--- config.mk ---
export PLATFORM = sky130hd
export DESIGN_NAME = microwave_cook_ctrl
export DESIGN_NICKNAME = d
export VERILOG_FILES = /design/src/rtl/microwave_cook_ctrl.sv
export SDC_FILE = /design/constraint.sdc
export NUM_CORES = 1
export LEC_CHECK = 0
export CAP_MARGIN = 20
export CORE_ASPECT_RATIO = 1.1
export CORE_MARGIN = 1
export CORE_UTILIZATION = 40
export DETAILED_ROUTE_END_ITERATION = 12
export GPL_TIMING_DRIVEN = 0
export PLACE_DENSITY = 0.72
export SYNTH_ARGS = -nofsm -noshare
export SYNTH_HDL_FRONTEND = slang
export SYNTH_SLANG_ARGS = --single-unit
--- constraint.sdc ---
create_clock -name clk -period 2.8 [get_ports clk]
set_input_delay 0.28 -clock clk [delete_from_list [all_inputs] [get_ports clk]]
set_output_delay 0.28 -clock clk [all_outputs]
set_load 0.01 [all_outputs]
--- src/rtl/microwave_cook_ctrl.sv ---
// microwave_cook_ctrl: sequencing controller for the microwave cook cycle.
// Owns the BCD MM:SS cook-time register, takes time entry and start/stop
// commands, counts down on a 1 Hz tick, gates the magnetron, enforces the
// door interlock and drives a timed end-of-cook beep.
//
// Ports:
//   clk, rst                        clock, synchronous active-high reset
//   tick_1hz                        one-cycle pulse once per second
//   btn_add_min, btn_add_10s        one-cycle pulses: add 1:00 / 0:10
//   btn_start                       one-cycle pulse: start / pause / resume
//   btn_stop                        one-cycle pulse: pause when cooking, else clear
//   door_open                       level, 1 = door open
//   min_tens..sec_ones              BCD remaining time (registered)
//   heat_on                         magnetron enable (registered)
//   done_beep                       buzzer enable (registered)
//   state                           IDLE=0, SET=1, COOK=2, PAUSE=3, DONE=4
module microwave_cook_ctrl #(
  parameter int unsigned BEEP_SECS = 3
) (
  input  logic       clk,
  input  logic       rst,
  input  logic       tick_1hz,
  input  logic       btn_add_min,
  input  logic       btn_add_10s,
  input  logic       btn_start,
  input  logic       btn_stop,
  input  logic       door_open,
  output logic [3:0] min_tens,
  output logic [3:0] min_ones,
  output logic [3:0] sec_tens,
  output logic [3:0] sec_ones,
  output logic       heat_on,
  output logic       done_beep,
  output logic [2:0] state
);

  typedef enum logic [2:0] {
    StIdle  = 3'd0,
    StSet   = 3'd1,
    StCook  = 3'd2,
    StPause = 3'd3,
    StDone  = 3'd4
  } state_e;

  localparam logic [15:0] TimeMax = 16'h9959;

  state_e      state_q, state_d;
  logic [15:0] time_q, time_d;      // {min_tens, min_ones, sec_tens, sec_ones}
  logic [3:0]  beep_cnt_q, beep_cnt_d;
  logic        heat_q, heat_d;
  logic        beep_q, beep_d;

  logic        add_any;
  logic        time_nz;
  logic [15:0] time_add_s;
  logic [15:0] time_add;

  // Add one minute; anything past 99 minutes saturates the whole time to 99:59.
  function automatic logic [15:0] inc_min(input logic [15:0] t);
    if (t[15:12] == 4'd9 && t[11:8] == 4'd9) return TimeMax;
    if (t[11:8] == 4'd9) return {t[15:12] + 4'd1, 4'd0, t[7:0]};
    return {t[15:12], t[11:8] + 4'd1, t[7:0]};
  endfunction

  // Add ten seconds with a carry into the minutes when sec_tens wraps past 5.
  function automatic logic [15:0] inc_10s(input logic [15:0] t);
    if (t[7:4] >= 4'd5) return inc_min({t[15:8], 4'd0, t[3:0]});
    return {t[15:8], t[7:4] + 4'd1, t[3:0]};
  endfunction

  // Subtract one second with BCD borrow. Never called on 00:00.
  function automatic logic [15:0] dec_sec(input logic [15:0] t);
    logic [3:0] mt, mo, st, so;
    {mt, mo, st, so} = t;
    if (so != 4'd0) begin
      so = so - 4'd1;
    end else begin
      so = 4'd9;
      if (st != 4'd0) begin
        st = st - 4'd1;
      end else begin
        st = 4'd5;
        if (mo != 4'd0) begin
          mo = mo - 4'd1;
        end else begin
          mo = 4'd9;
          mt = mt - 4'd1;
        end
      end
    end
    return {mt, mo, st, so};
  endfunction

  always_comb begin
    add_any    = btn_add_min | btn_add_10s;
    time_nz    = (time_q != 16'h0000);
    time_add_s = btn_add_10s ? inc_10s(time_q) : time_q;
    time_add   = btn_add_min ? inc_min(time_add_s) : time_add_s;
  end

  // Each state only reacts to events that are meaningful in it; among those,
  // the highest-priority one wins and everything below it is dropped.
  always_comb begin
    state_d    = state_q;
    time_d     = time_q;
    beep_cnt_d = beep_cnt_q;

    case (state_q)
      StIdle: begin
        if (add_any) begin
          time_d  = time_add;
          state_d = StSet;
        end
      end

      StSet: begin
        if (btn_stop) begin
          time_d  = 16'h0000;
          state_d = StIdle;
        end else if (btn_start && !door_open && time_nz) begin
          state_d = StCook;
        end else if (add_any) begin
          time_d = time_add;
        end
      end

      StCook: begin
        if (door_open || btn_stop || btn_start) begin
          state_d = StPause;
        end else if (btn_add_min) begin
          time_d = inc_min(time_q);
        end else if (tick_1hz) begin
          time_d = dec_sec(time_q);
          if (time_q == 16'h0001) begin
            state_d    = StDone;
            beep_cnt_d = 4'd0;
          end
        end
      end

      StPause: begin
        if (btn_stop) begin
          time_d  = 16'h0000;
          state_d = StIdle;
        end else if (btn_start && !door_open && time_nz) begin
          state_d = StCook;
        end else if (add_any) begin
          time_d = time_add;
        end
      end

      StDone: begin
        if (door_open || btn_stop || btn_start || add_any) begin
          state_d    = StIdle;
          beep_cnt_d = 4'd0;
        end else if (tick_1hz) begin
          if (beep_cnt_q == 4'(BEEP_SECS - 1)) begin
            state_d    = StIdle;
            beep_cnt_d = 4'd0;
          end else begin
            beep_cnt_d = beep_cnt_q + 4'd1;
          end
        end
      end

      default: begin
        state_d    = StIdle;
        time_d     = 16'h0000;
        beep_cnt_d = 4'd0;
      end
    endcase

    // Outputs are decoded from the next state so they line up with state_q.
    heat_d = (state_d == StCook);
    beep_d = (state_d == StDone);
  end

  always_ff @(posedge clk) begin
    if (rst) begin
      state_q    <= StIdle;
      time_q     <= 16'h0000;
      beep_cnt_q <= 4'd0;
      heat_q     <= 1'b0;
      beep_q     <= 1'b0;
    end else begin
      state_q    <= state_d;
      time_q     <= time_d;
      beep_cnt_q <= beep_cnt_d;
      heat_q     <= heat_d;
      beep_q     <= beep_d;
    end
  end

  assign min_tens  = time_q[15:12];
  assign min_ones  = time_q[11:8];
  assign sec_tens  = time_q[7:4];
  assign sec_ones  = time_q[3:0];
  assign heat_on   = heat_q;
  assign done_beep = beep_q;
  assign state     = state_q;

endmodule

Word level (Yosys, flattened, before mapping)

Index checks and enable logic that the tools add are counted.

Flip-flop bits (word level): 25
Input port bits: 8
Output and inout bits: 21
Word-level logic and storage cells: 132

$add $sub $neg: 10
Magnitude comparators: 1
Equal/unequal tests: 24
Mux-type cells: 66
Bitwise logic cells: 3
Reduce and logical (&&, ||, !) cells: 20

Operators by type and width:

| kind                  | count |
|---|---|
| $mux W16              | 21 |
| $mux W4               | 16 |
| $pmux W16 S4          | 1 |
| $mux W3               | 10 |
| $add A4 B1 Y4 const B | 6 |
| $ne A3 B3 Y1 const B  | 6 |
| $reduce_and A6 Y1     | 3 |
| $eq A16 B1 Y1 const B | 1 |
| $eq A4 B4 Y1 const B  | 4 |
| $mux W1               | 16 |
| $reduce_bool A16 Y1   | 1 |
| $sub A4 B1 Y4 const B | 4 |
| $pmux W3 S4           | 1 |
| $pmux W4 S3           | 1 |
| $reduce_bool A4 Y1    | 3 |
| $eq A3 B2 Y1 const B  | 3 |
| $ne A2 B2 Y1 const B  | 4 |
| $ne A4 B4 Y1 const B  | 2 |
| $reduce_and A8 Y1     | 1 |
| $reduce_and A7 Y1     | 1 |
| $eq A3 B3 Y1 const B  | 2 |
| $eq A4 B2 Y1 const B  | 1 |
| $ge A4 B3 Y1 const B  | 1 |
| $logic_and A1 B1 Y1   | 4 |
| other kinds (8)       | 11 |

Logic depth before layout (Yosys ltp)

Depth in word-level cells: 22
Gate-level depth with buffers: 15
Depth with buffers taken out: 14

Least setup slack after synthesis

Ideal clock, no wire load.

Path type: register to register
Start: register time_q[5]
End: register time_q[0]
Library setup time: 112 ps
Arrival: 3040 ps
Data required time: 2688 ps
Slack: -352 ps
Stages on the path, launching flop included: 15
Clock period less this slack: 3152 ps
Cell sequence: dfxtp_1 inv_1 ha_1 nand2b_1 a31o_1 buf_2 and3_1 a21oi_1 ha_1 inv_1 a221oi_1 o211a_2 a31oi_2 nor3b_1 a2111oi_1

Cells in the longest elaborated chain, start to end: 14

RTL lines:

| what                   | RTL line      | RTL |
|---|---|---|
| start, declared        | 48            | `logic [15:0] time_q, time_d;` |
| start signal, assigned | 187           | `time_q <= time_d;` |
| $ge A4 B3 Y1           | 67            | `if (t[7:4] >= 4'd5) return inc_min({t[15:8], 4'd0, t[3:0]});` |
| $mux W1                | 67            |  |
| $mux W16               | 68            | `return {t[15:8], t[7:4] + 4'd1, t[3:0]};` |
| $mux W16               | 97            | `time_add_s = btn_add_10s ? inc_10s(time_q) : time_q;` |
| $eq A4 B4 Y1           | 60, 61        |  |
| $mux W1 (2 in series)  | 61            | `if (t[11:8] == 4'd9) return {t[15:12] + 4'd1, 4'd0, t[7:0]};` |
| $mux W16               | 62            | `return {t[15:12], t[11:8] + 4'd1, t[7:0]};` |
| $mux W16               | 61            |  |
| $mux W16               | 98            | `time_add = btn_add_min ? inc_min(time_add_s) : time_add_s;` |
| $mux W16               | 110, 122, 147 |  |
| $mux W16               | 145           | `end else if (btn_start && !door_open && time_nz) begin` |
| $mux W16               | 142           | `if (btn_stop) begin` |
| $pmux W16 S4           | 108           | `case (state_q)` |

Parallel ways exist; a longest one is shown, timed or not. The select of a mux whose other input is x is not followed.
A chain may end at the register's enable or synchronous reset.

Final worst setup path

Start: register time_q[4]
End: register time_q[15]

Cells in the longest elaborated chain, start to end: 14

RTL lines:

| what |
|---|
| parallel branches: the longest is 14 deep, another holds $ge A4 B3 Y1 |

Parallel ways; which one is timed is not known. The select of a mux whose other input is x is not followed.

==> reports/qor.yml <==
status: "finished, final reports clean"
cap_violations: 0
yosysWarnings: 0
dr.pass1.iters: 5
yosysTopAreaCellShare_pct: 19.28
wl_per_cell_microns: 16.90
timing.fmax_mhz: 371.6
htreeDepth: 1
fin_skew_ns: 0.005607
crit_chain: "inv_2 > ha_4 > nand2b_4 > buf_12 > a31oi_4 > nor3_2 > a21oi_2 > inv_2 > ha_4 > inv_2 > a221oi_4 > o211a_4 > buf_4 > nor3b_2 > xor2_1 > a21oi_1"
dp_hpwl_mm: 5.689
core_sq_um: 6231
numCtsBuffers: 3
min_from: "beep_cnt_q[1]"
period_needed_ns: 2.691
met2_usage_pct: 42.45
gr-total-overflow: 0
use_met1_pct: 29.75
critical_path.max_stage_delay_ns: 0.39
drtIter0Drc: 223
insertion_delay_ns: 0.28
drv_slew: 0
rsz0062_at_grt: "yes"
p_leak_nw: 1.329
path_buf_inv: 5
final_antenna_net_count: 0
initial_core_util_pct: 41.67
finalSetupTns_ns: 0
die_w_microns: 78.82
final-hold-violation-count: 0
cts_hold_buf: 0
peakVddDrop_mv: 0.2042
synth_top_cell_by_area: "dfxtp_1"
synth_area_leaders: "dfxtp_1, ha_1, a21oi_1"
num_vias: 3055
fin_cells: 492
grt_pass1_wl_mm: 13.16
synth-async-reset-ratio_pct: 0
postLayoutCellArea_sq_um: 3550
antenna_found_initial: 0
cts.sinks: 25
crit_start: "time_q[4]"
ios: 29
avgSynthCellArea_sq_um: 7.272
synth_ff_type: "dfxtp_1"
max-slew-margin-rel_pct: 42.87
dp_slack_ns: -0.6056
startpoint_type: "flip-flop"
use_met3_pct: 2.421
grt_max_degree: 14
cts-root-buf: "clkbuf_8"
syn_inst: 357
syn-num-nets: 384
worstSetupPathType: "reg -> reg"
track_usage_pct: 24.09
crit_family: "compound AO/OA/AOI/OAI gates"
setup_slack_ns: 0.1088
power_density_nw_per_um2: 335.4
drt-vias-per-instance: 6.209
seq_area_frac_synth_pct: 19.28
nNetsFinal: 440
cp_slowest_cell: "dfxtp_4"
n_antenna_cell: 0
io_buffers: 27
post-route-drc-count: 0
worst_pin_slew_ns: 0.8547
synthTopCellsByCount: "a21oi_1, nor2_1, nand2_1"
gp_congestion: 0.9058
clockBufferDepth: 2
crit_top_cell: "inv_2"
ys_ff_latch: 25
area_growth_pct: 36.72
layout-drive-gt1-share_pct: 25.97
dieArea_sq_um: 6817
grt_pass1_vias: 2876
worstReg2RegStart: "time_q[4]"
hold_slack_ns: 0.4946
place_area_sq_um: 3014
chipHeight_microns: 86.50
worstPathMaxFanout: 6
yosysUniqueCellTypes: 69
busiest_layer: "met2"
cp.arrival_ns: 2.87
post-route-period-util_pct: 96.11
synth_edf_count: 0
worstHoldPathType: "reg -> reg"
rows: 30
dpl.cell_count: 464
crit_path_end_kind: "flip-flop"
clk_pin_slew_ns: 0.10
syn_area_sq_um: 2596
routed_wl_mm: 8.315
cts_tree: "done"
finalSetupViolCount: 0
cp.required_ns: 2.98
-- repair_timing --
item,4_1_cts,5_1_grt
setup endpoints to repair,15,13
setup buffers,17,13
resized for setup,44,26
pin swaps,8,12
-- area by class of cell --
type / instances / area [sq um]
Tap cell: 80 / 100.1
Timing Repair Buffer: 57 / 515.5
Inverter: 20 / 80.08
Sequential cell: 25 / 521.8
Buffer: 17 / 86.33
Multi-Input combinational cell: 289 / 2201
Clock buffer: 4 / 45.04
Fill cell: 582 / 2681
-- sequential cells by signal (all words and copies together), names as in the netlist --
signal	flops
beep_cnt_q	4
done_beep	1
heat_on	1
state	3
time_q	16
-- layer usage --
layer | routed length, microns | vias to the layer above
met5 | 0 | -
met3 | 481 | 26
met4 | 206 | 0
li1 | - | 1448
met1 | 3550 | 1427
met2 | 4077 | 154
-- cells by family (layout without fill, tap and decap cells) --
family                   count (synthesis)  count (layout)  share of synthesized area [%]
multiplexers                             1               1                         0.3856
AND/OR/NAND/NOR                        142             142                          29.49
AO/OA/AOI/OAI                          123             123                          33.59
flip-flops                              25              25                          19.28
adder cells (fa/ha/maj)                 19              19                          9.157
XOR/XNOR                                 4               4                          1.350
buffers and inverters                   43              98                          6.747
-- worst min-delay path, cell delays in order (launching register included) --
cell     delay [ns]
dfxtp_1        0.34
nand2_1        0.06
a21oi_1        0.05
-- placed cells by master (no fill, tap or decap), types with 6 or more instances in the layout --
master and count:
nand3_1 20, a31oi_1 11, nand2_1 25, nor2_1 31
clkdlybuf4s50_1 27, a211oi_1 6, buf_4 29, dfxtp_1 18
nor3_1 11, ha_1 14, a21oi_1 29, inv_1 13
o21ai_0 16, clkbuf_1 10
-- per-stage QoR --
step	power (mW)	util, %
6_report	1.191	56.97
2_1_floorplan	0.6878	-
4_1_cts	1.132	53.75
3_3_place_gp	0.8035	48.37
5_1_grt	1.254	56.97
3_5_place_dp	0.8139	48.37
-- worst paths after layout --
| path | endpoint | slack, ns | depth (start not counted) |
|---|---|---|---|
| hold / removal | beep_cnt_q[1] | 0.49 | 2 |
| setup / recovery | time_q[15] | 0.11 | 16 |
| hold reg to reg | beep_cnt_q[1] | 0.49 | 2 |
| setup reg to reg | time_q[15] | 0.11 | 16 |
-- power breakdown --
group | internal, mW | leakage (nW) | switching, mW | total [mW]
combinational | 0.257 | 1.10 | 0.302 | 0.559
clock | 0.102 | 0.0228 | 0.128 | 0.230
sequential | 0.376 | 0.207 | 0.0254 | 0.401
total | 0.735 | 1.33 | 0.455 | 1.19
Note: power is estimated with default switching activity, not from simulation.
